==> config.mk <==
export PLATFORM = sky130hd
export DESIGN_NAME = fp_mult_share_arb
export DESIGN_NICKNAME = d
export VERILOG_FILES = /design/src/rtl/fp_mult_share_arb_pkg.sv /design/src/rtl/fp_mult_share_arb_tag_pipe.sv /design/src/rtl/multiply_fp_clk.sv /design/src/rtl/fp_mult_share_arb.sv
export SDC_FILE = /design/constraint.sdc
export NUM_CORES = 2
export LEC_CHECK = 0
export BUFFER_PORTS_ARGS = -buffer_cell sky130_fd_sc_hd__buf_2
export CELL_PAD_IN_SITES_DETAIL_PLACEMENT = 1
export CELL_PAD_IN_SITES_GLOBAL_PLACEMENT = 1
export CORE_ASPECT_RATIO = 0.7
export CORE_UTILIZATION = 45
export CTS_BUF_LIST = sky130_fd_sc_hd__clkbuf_4
export DETAILED_ROUTE_END_ITERATION = 10
export PLACE_DENSITY_LB_ADDON = 0.1
export SETUP_SLACK_MARGIN = 0.15
export SYNTH_ARGS = -nofsm -noshare
export SYNTH_HDL_FRONTEND = slang
export SYNTH_SLANG_ARGS = --single-unit
==> constraint.sdc <==
create_clock -name clk -period 12.2 [get_ports clk]
set_input_delay 0.61 -clock clk [delete_from_list [all_inputs] [get_ports clk]]
set_output_delay 0.61 -clock clk [all_outputs]
set_load 0.02 [all_outputs]
==> src/rtl/fp_mult_share_arb_pkg.sv <==
// fp_arb_pkg: shared definitions for the FP32 multiplier share arbiter.
//   FP32_W   operand / product width
//   MAX_REQ  widest requester vector the pick helper handles
//   IDX_W    width of a requester index (owner, pointer, tag)
//   state_t  arbiter FSM state {ARB, BURST}
//   rr_pick  round-robin search: first valid at or after ptr, modulo num
package fp_arb_pkg;

  localparam int FP32_W  = 32;
  localparam int MAX_REQ = 8;
  localparam int IDX_W   = 3;

  typedef enum logic [0:0] {
    ARB   = 1'b0,
    BURST = 1'b1
  } state_t;

  typedef struct packed {
    logic             found;
    logic [IDX_W-1:0] idx;
  } pick_t;

  // Scans num entries starting at ptr (ptr < num). The scan runs from the
  // farthest offset down so the nearest valid entry is the one that sticks.
  function automatic pick_t rr_pick(input logic [MAX_REQ-1:0] valid,
                                    input logic [IDX_W-1:0]   ptr,
                                    input logic [IDX_W:0]     num);
    pick_t            res;
    logic [IDX_W:0]   j;
    res = '0;
    for (int off = MAX_REQ - 1; off >= 0; off--) begin
      if ((IDX_W+1)'(off) < num) begin
        j = {1'b0, ptr} + (IDX_W+1)'(off);
        if (j >= num) j = j - num;
        if (valid[j[IDX_W-1:0]]) begin
          res.found = 1'b1;
          res.idx   = j[IDX_W-1:0];
        end
      end
    end
    return res;
  endfunction

endpackage

==> src/rtl/fp_mult_share_arb_tag_pipe.sv <==
// fp_mult_tag_pipe: DEPTH-stage valid/owner shift register that runs in
// step with the multiplier so each product leaves with its owner.
//   clk, reset    clock, synchronous active-high clear of all valids
//   i_valid/i_tag input-stage valid and owner index
//   o_valid/o_tag last-stage valid and owner index
//   o_any_valid   any stage holds a live product
module fp_mult_tag_pipe
  import fp_arb_pkg::*;
#(
  parameter int DEPTH = 1
) (
  input  logic             clk,
  input  logic             reset,
  input  logic             i_valid,
  input  logic [IDX_W-1:0] i_tag,
  output logic             o_valid,
  output logic [IDX_W-1:0] o_tag,
  output logic             o_any_valid
);

  logic [DEPTH-1:0] r_valid;
  logic [IDX_W-1:0] r_tag [DEPTH];

  always_ff @(posedge clk) begin
    r_tag[0] <= i_tag;
    for (int s = 1; s < DEPTH; s++) r_tag[s] <= r_tag[s-1];
    if (reset) begin
      r_valid <= '0;
    end else begin
      r_valid[0] <= i_valid;
      for (int s = 1; s < DEPTH; s++) r_valid[s] <= r_valid[s-1];
    end
  end

  assign o_valid     = r_valid[DEPTH-1];
  assign o_tag       = r_tag[DEPTH-1];
  assign o_any_valid = |r_valid;

endmodule

==> src/rtl/multiply_fp_clk.sv <==
// multiply_fp_clk: behavioural FP32 multiplier standing in for the DSP
// primitive of the same name. Product is registered LAT times.
//   a, b  FP32 operands
//   clk   clock
//   out   FP32 product, LAT cycles after a/b
// Normal operands are rounded to nearest-even; denormal inputs and
// underflowing results flush to signed zero, overflow gives infinity.
module multiply_fp_clk #(
  parameter int LAT = 1
) (
  input  logic [31:0] a,
  input  logic [31:0] b,
  input  logic        clk,
  output logic [31:0] out
);

  logic        w_sign, w_a_zero, w_b_zero, w_a_inf, w_b_inf, w_a_nan, w_b_nan;
  logic [47:0] w_p;
  logic [23:0] w_m;
  logic        w_r, w_s;
  logic [24:0] w_mr;
  logic [9:0]  w_e;
  logic [22:0] w_frac;
  logic [31:0] w_prod;
  logic [31:0] r_pipe [LAT];

  always_comb begin
    w_sign   = a[31] ^ b[31];
    w_a_zero = (a[30:23] == 8'h00);
    w_b_zero = (b[30:23] == 8'h00);
    w_a_inf  = (a[30:23] == 8'hFF) && (a[22:0] == 23'h0);
    w_b_inf  = (b[30:23] == 8'hFF) && (b[22:0] == 23'h0);
    w_a_nan  = (a[30:23] == 8'hFF) && (a[22:0] != 23'h0);
    w_b_nan  = (b[30:23] == 8'hFF) && (b[22:0] != 23'h0);
    w_p      = 48'({1'b1, a[22:0]}) * 48'({1'b1, b[22:0]});
    // Product of two [1,2) mantissas lies in [1,4): normalise on bit 47.
    if (w_p[47]) begin
      w_m = w_p[47:24];
      w_r = w_p[23];
      w_s = |w_p[22:0];
    end else begin
      w_m = w_p[46:23];
      w_r = w_p[22];
      w_s = |w_p[21:0];
    end
    w_mr   = {1'b0, w_m} + 25'(w_r & (w_s | w_m[0]));
    w_frac = w_mr[24] ? w_mr[23:1] : w_mr[22:0];
    // Biased sum, still carrying one extra bias of 127.
    w_e    = 10'(a[30:23]) + 10'(b[30:23]) + 10'(w_p[47]) + 10'(w_mr[24]);
    if (w_a_nan || w_b_nan || (w_a_inf && w_b_zero) || (w_b_inf && w_a_zero))
      w_prod = 32'h7FC0_0000;
    else if (w_a_inf || w_b_inf)
      w_prod = {w_sign, 8'hFF, 23'h0};
    else if (w_a_zero || w_b_zero)
      w_prod = {w_sign, 31'h0};
    else if (w_e >= 10'd382)
      w_prod = {w_sign, 8'hFF, 23'h0};
    else if (w_e <= 10'd127)
      w_prod = {w_sign, 31'h0};
    else
      w_prod = {w_sign, 8'(w_e - 10'd127), w_frac};
  end

  always_ff @(posedge clk) begin
    r_pipe[0] <= w_prod;
    for (int s = 1; s < LAT; s++) r_pipe[s] <= r_pipe[s-1];
  end

  assign out = r_pipe[LAT-1];

endmodule

==> src/rtl/fp_mult_share_arb.sv <==
// fp_mult_share_arb: round-robin arbiter sharing one pipelined FP32
// multiplier among NUM_REQ requesters, with bounded bursts and tagged
// result routing.
//   clk, reset             clock, synchronous active-high reset
//   req_valid/req_a/req_b  per-requester operand pair offers
//   req_ready              one-hot or zero grant (combinational)
//   rsp_valid              one-hot pulse marking whose product is on rsp_data
//   rsp_data               registered FP32 product, holds between pulses
//   busy                   registered: input stage or tag pipe occupied
// Handshake: an operand pair moves when req_valid[i] & req_ready[i] is high
// at a rising edge; requesters hold req_a/req_b while valid and not ready.
// Responses have no backpressure and return in acceptance order.
module fp_mult_share_arb
  import fp_arb_pkg::*;
#(
  parameter int NUM_REQ   = 4,
  parameter int MULT_LAT  = 1,
  parameter int BURST_MAX = 4
) (
  input  logic                      clk,
  input  logic                      reset,
  input  logic [NUM_REQ-1:0]        req_valid,
  input  logic [NUM_REQ*FP32_W-1:0] req_a,
  input  logic [NUM_REQ*FP32_W-1:0] req_b,
  output logic [NUM_REQ-1:0]        req_ready,
  output logic [NUM_REQ-1:0]        rsp_valid,
  output logic [FP32_W-1:0]         rsp_data,
  output logic                      busy
);

  localparam int CNT_W = $clog2(BURST_MAX + 1);

  state_t             r_state;
  logic [IDX_W-1:0]   r_owner, r_rr_ptr, r_tag_q;
  logic [CNT_W-1:0]   r_burst_cnt;
  logic               r_v_q, r_busy;
  logic [FP32_W-1:0]  r_a_q, r_b_q, r_rsp_data;
  logic [NUM_REQ-1:0] r_rsp_valid;

  logic [MAX_REQ-1:0] w_valid_pad;
  logic [IDX_W-1:0]   w_owner_inc, w_grant_idx, w_tag;
  pick_t              w_pick_arb, w_pick_rot;
  logic               w_grant_ok, w_hold, w_rearb, w_tag_v, w_tag_any;
  logic [FP32_W-1:0]  w_a_sel, w_b_sel, w_mult_out;

  assign w_owner_inc = (r_owner == IDX_W'(NUM_REQ - 1)) ? '0 : r_owner + IDX_W'(1);

  // Grant selection. Leaving a burst (owner dropped or hit BURST_MAX) scans
  // from owner+1 in the same cycle; that scan wraps back to the owner, so a
  // lone owner at the limit is simply re-granted with a fresh count.
  always_comb begin
    w_valid_pad                = '0;
    w_valid_pad[NUM_REQ-1:0]   = req_valid;
    w_pick_arb  = rr_pick(w_valid_pad, r_rr_ptr, (IDX_W+1)'(NUM_REQ));
    w_pick_rot  = rr_pick(w_valid_pad, w_owner_inc, (IDX_W+1)'(NUM_REQ));
    w_hold      = 1'b0;
    w_rearb     = 1'b0;
    w_grant_ok  = 1'b0;
    w_grant_idx = '0;
    if (r_state == ARB) begin
      w_grant_ok  = w_pick_arb.found;
      w_grant_idx = w_pick_arb.idx;
    end else if (w_valid_pad[r_owner] && (r_burst_cnt < CNT_W'(BURST_MAX))) begin
      w_hold      = 1'b1;
      w_grant_ok  = 1'b1;
      w_grant_idx = r_owner;
    end else begin
      w_rearb     = 1'b1;
      w_grant_ok  = w_pick_rot.found;
      w_grant_idx = w_pick_rot.idx;
    end
    if (reset) w_grant_ok = 1'b0;
  end

  // Grants only ever go to a valid requester, so a grant is a transfer.
  always_comb begin
    req_ready = '0;
    w_a_sel   = '0;
    w_b_sel   = '0;
    for (int i = 0; i < NUM_REQ; i++) begin
      req_ready[i] = w_grant_ok && (w_grant_idx == IDX_W'(i));
      if (w_grant_idx == IDX_W'(i)) begin
        w_a_sel = req_a[i*FP32_W +: FP32_W];
        w_b_sel = req_b[i*FP32_W +: FP32_W];
      end
    end
  end

  always_ff @(posedge clk) begin
    if (reset) begin
      r_state     <= ARB;
      r_owner     <= '0;
      r_burst_cnt <= '0;
      r_rr_ptr    <= '0;
    end else begin
      if (w_rearb) r_rr_ptr <= w_owner_inc;
      if (w_grant_ok) begin
        r_state     <= BURST;
        r_owner     <= w_grant_idx;
        r_burst_cnt <= w_hold ? r_burst_cnt + CNT_W'(1) : CNT_W'(1);
      end else begin
        r_state     <= ARB;
      end
    end
  end

  // Input register stage feeding the multiplier.
  always_ff @(posedge clk) begin
    if (reset) r_v_q <= 1'b0;
    else       r_v_q <= w_grant_ok;
    if (w_grant_ok) begin
      r_a_q   <= w_a_sel;
      r_b_q   <= w_b_sel;
      r_tag_q <= w_grant_idx;
    end
  end

  multiply_fp_clk #(.LAT(MULT_LAT)) u_mult (
    .a   (r_a_q),
    .b   (r_b_q),
    .clk (clk),
    .out (w_mult_out)
  );

  fp_mult_tag_pipe #(.DEPTH(MULT_LAT)) u_tag_pipe (
    .clk         (clk),
    .reset       (reset),
    .i_valid     (r_v_q),
    .i_tag       (r_tag_q),
    .o_valid     (w_tag_v),
    .o_tag       (w_tag),
    .o_any_valid (w_tag_any)
  );

  // Response stage: decode the owner into a one-hot pulse, latch the product.
  always_ff @(posedge clk) begin
    if (reset) begin
      r_rsp_valid <= '0;
      r_rsp_data  <= '0;
      r_busy      <= 1'b0;
    end else begin
      r_busy <= r_v_q | w_tag_any;
      for (int i = 0; i < NUM_REQ; i++)
        r_rsp_valid[i] <= w_tag_v && (w_tag == IDX_W'(i));
      if (w_tag_v) r_rsp_data <= w_mult_out;
    end
  end

  assign rsp_valid = r_rsp_valid;
  assign rsp_data  = r_rsp_data;
  assign busy      = r_busy;

endmodule

==> out/metrics.yaml <==
synthesis:
  yosysSeqAreaShare_pct: 12.7
  synth-seq-cells: 150
  synth-edff-count: 67
  synth_top_area_share_pct: 33.4
  syn_inst: 3213
  yosysTopAreaCell: "fa_1"
  synth_flop_cell: "dfxtp_1"
  syn_nets: 4149
  synthTopCellsByArea: "fa_1 (33%), mux2i_1 (8.9%), ha_1 (8.2%)"
  yosysWarningCount: 0
  synth_area_per_cell_um2: 9.02
  ys_types: 95
  syn_area_um2: 29000
  async_flop_share_pct: 0
sta:
  finalMaxSlewViolations: 0
  finalClockSkew_ps: 40.6
  finalHoldViolCount: 0
  period_share_pct: 93.6
  hold_ws_ps: 287
  fin_tns_setup_ps: 0
  post-route-min-period_ps: 11420
  fmax_mhz: 87.6
  slew_headroom_pct: 26.8
  rsz0062_at_grt: "false"
  setup_viol: 0
  worstMarginPinSlew_ps: 1100
cells_and_area:
  layout_common_cells: "inv_1 (595), fa_1 (484), nand2_1 (361)"
  layout_commonest_cell: "inv_1"
  syn2layout_area_growth_pct: 11.2
  drive_gt1_share_pct: 14.5
  instances_no_fill: 4335
  layout.nets: 4424
clock_network:
  cts_buffers: 17
  clkTransAtPathRegs_ps: 160
  cts_buffer_depth: 2
  htreeDepth: 4
  root_buffer: "clkbuf_4"
  cts_tree: "done"
  clkLatencyLatePin_ps: 700
  cts.sinks: 150
die:
  num_rows: 77
  die_x_um: 305
  pin_count: 303
  die_y_um: 214
  initial_core_util_pct: 45.7
  coreArea_um2: 63400
  die-area_um2: 65400
placement:
  post-place-cells: 4243
  dpl.hpwl_um: 85300
  io_buffer_count: 302
  gp_congestion: 1.02
grt:
  grt.busiest_layer: "met2"
  grt_pass1_wl_um: 158000
  grt_util_met2_pct: 48.4
  grt_pass1_vias: 26512
  grt_max_degree: 79
  gr-total-overflow: 0
  use_met3_pct: 6.63
  grt_usage_pct: 32.0
  use_met1_pct: 46.8
  grt_antenna_before_repair: 7
critical_path:
  crit_family: "adder cells"
  critPathBufInv: 5
  timing.setup.critical_path_class: "reg -> reg"
  cpPeakStageDelay_ps: 890
  rrSetupSlack_ps: 780
  cp-end-kind: "flop"
  start_kind: "flop"
  cp.required_ps: 12800
  crit_arrival_ps: 12020
  cp_max_fo: 11
  crit_top_cell: "fa_1"
  crit_slowest_cell: "edfxtp_1"
detailed_routing:
  wl_per_cell_um: 24.2
  dr_total_vias: 24255
  wl_um: 105000
  ant_nets: 0
  initialDrtViolationCount: 1825
  drc: 0
  viasPerCell: 5.60
  first_pass_iters: 7
flow_run:
  maxCapViolCount: 0
min_path:
  hp-class: "in -> reg"
status:
  status: "complete, no violations"
[synth_stat cells, drive strengths merged, types with 4 or more instances]
library cell / count
inv: 597
fa: 484
nand2: 364
mux2i: 257
and2: 250
ha: 190
nor2: 166
clkbuf: 119
a21oi: 95
dfxtp: 83
o21ai: 72
edfxtp: 67
xnor2: 54
buf: 46
nand4: 33
nor3: 33
nor4: 28
and3: 20
xor2: 20
a211oi: 18
a31oi: 18
a21o: 17
nand3: 15
o211ai: 15
nand2b: 13
o21a: 9
nor3b: 8
or3: 8
o211a: 7
nor4b: 6
nor2b: 5
o21bai: 5
o31ai: 5
or2: 5
or4: 5
a211o: 4
a221o: 4
a221oi: 4
and4: 4
o2111ai: 4
o31a: 4
[registers in the layout, indices dropped and copies added, names as in the netlist]
signal                  cells
r_burst_cnt                 3
busy                        1
r_owner                     3
r_a_q                      32
r_tag_q                     3
rsp_data                   32
rsp_valid                   4
r_state                     1
u_tag_pipe.r_tag            3
u_mult.r_pipe              32
r_rr_ptr                    3
r_b_q                      32
u_tag_pipe.o_any_valid      1
[final timing paths]
kind	from	to	cells past startpoint
setup / recovery	r_a_q[2]	u_mult.r_pipe[0][3]	37
hold / removal	req_b[33]	r_b_q[1]	3
setup reg to reg	r_a_q[2]	u_mult.r_pipe[0][3]	37
hold reg to reg	r_tag_q[2]	u_tag_pipe.r_tag[0][2]	0
[logic make-up after synthesis]
family                   synth area share [%]
AO/OA/AOI/OAI                            7.33
XOR/XNOR                                 2.31
adder cells (fa/ha/maj)                  41.6
buffers and inverters                    10.1
flip-flops                               12.7
multiplexers                             9.07
other                                  0.0129
AND/OR/NAND/NOR                          16.8
[tightest hold or removal path: stages]
cell and delay [ps]:
buf_2 70, mux2i_1 50, mux2i_1 130
[stage by stage]
| stage | instance area, µm² | util, % | setup slack (ps) |
|---|---|---|---|
| floorplan | 29000 | - | 1600 |
| global placement | 31400 | 49.5 | 1080 |
| detailed placement | 31400 | 49.5 | 607 |
| CTS | 31700 | 50.0 | 538 |
| global route | 32200 | 50.8 | 151 |
| finish | 32200 | 50.8 | 784 |
[metal layers]
layer / up-vias / routed length [µm] / part of all wire [%]
met5: - / 0 / 0
met4: 0 / 1920 / 1.8
met3: 105 / 8620 / 8.2
met2: 895 / 45300 / 43
met1: 12508 / 48900 / 47
li1: 10747 / - / -
[cell type report]
class | instances | area (µm²)
fillers | 7416 | 31200
multi-input cells | 2298 | 22400
flip-flops and latches | 150 | 3670
repair buffers | 421 | 2530
inverters | 600 | 2260
well taps | 829 | 1040
clock inverters | 13 | 173
clock buffers | 19 | 143
diodes | 5 | 12.5
[what timing repair did]
action	4_1_cts	5_1_grt
gates resized for setup	0	2
buffers inserted	0	55
hold buffers	0	0
setup endpoints to repair	0	17
Power is left out: the tool's default activity adds up to more than one toggle a clock period on the data nets, which glitch-free logic cannot reach.
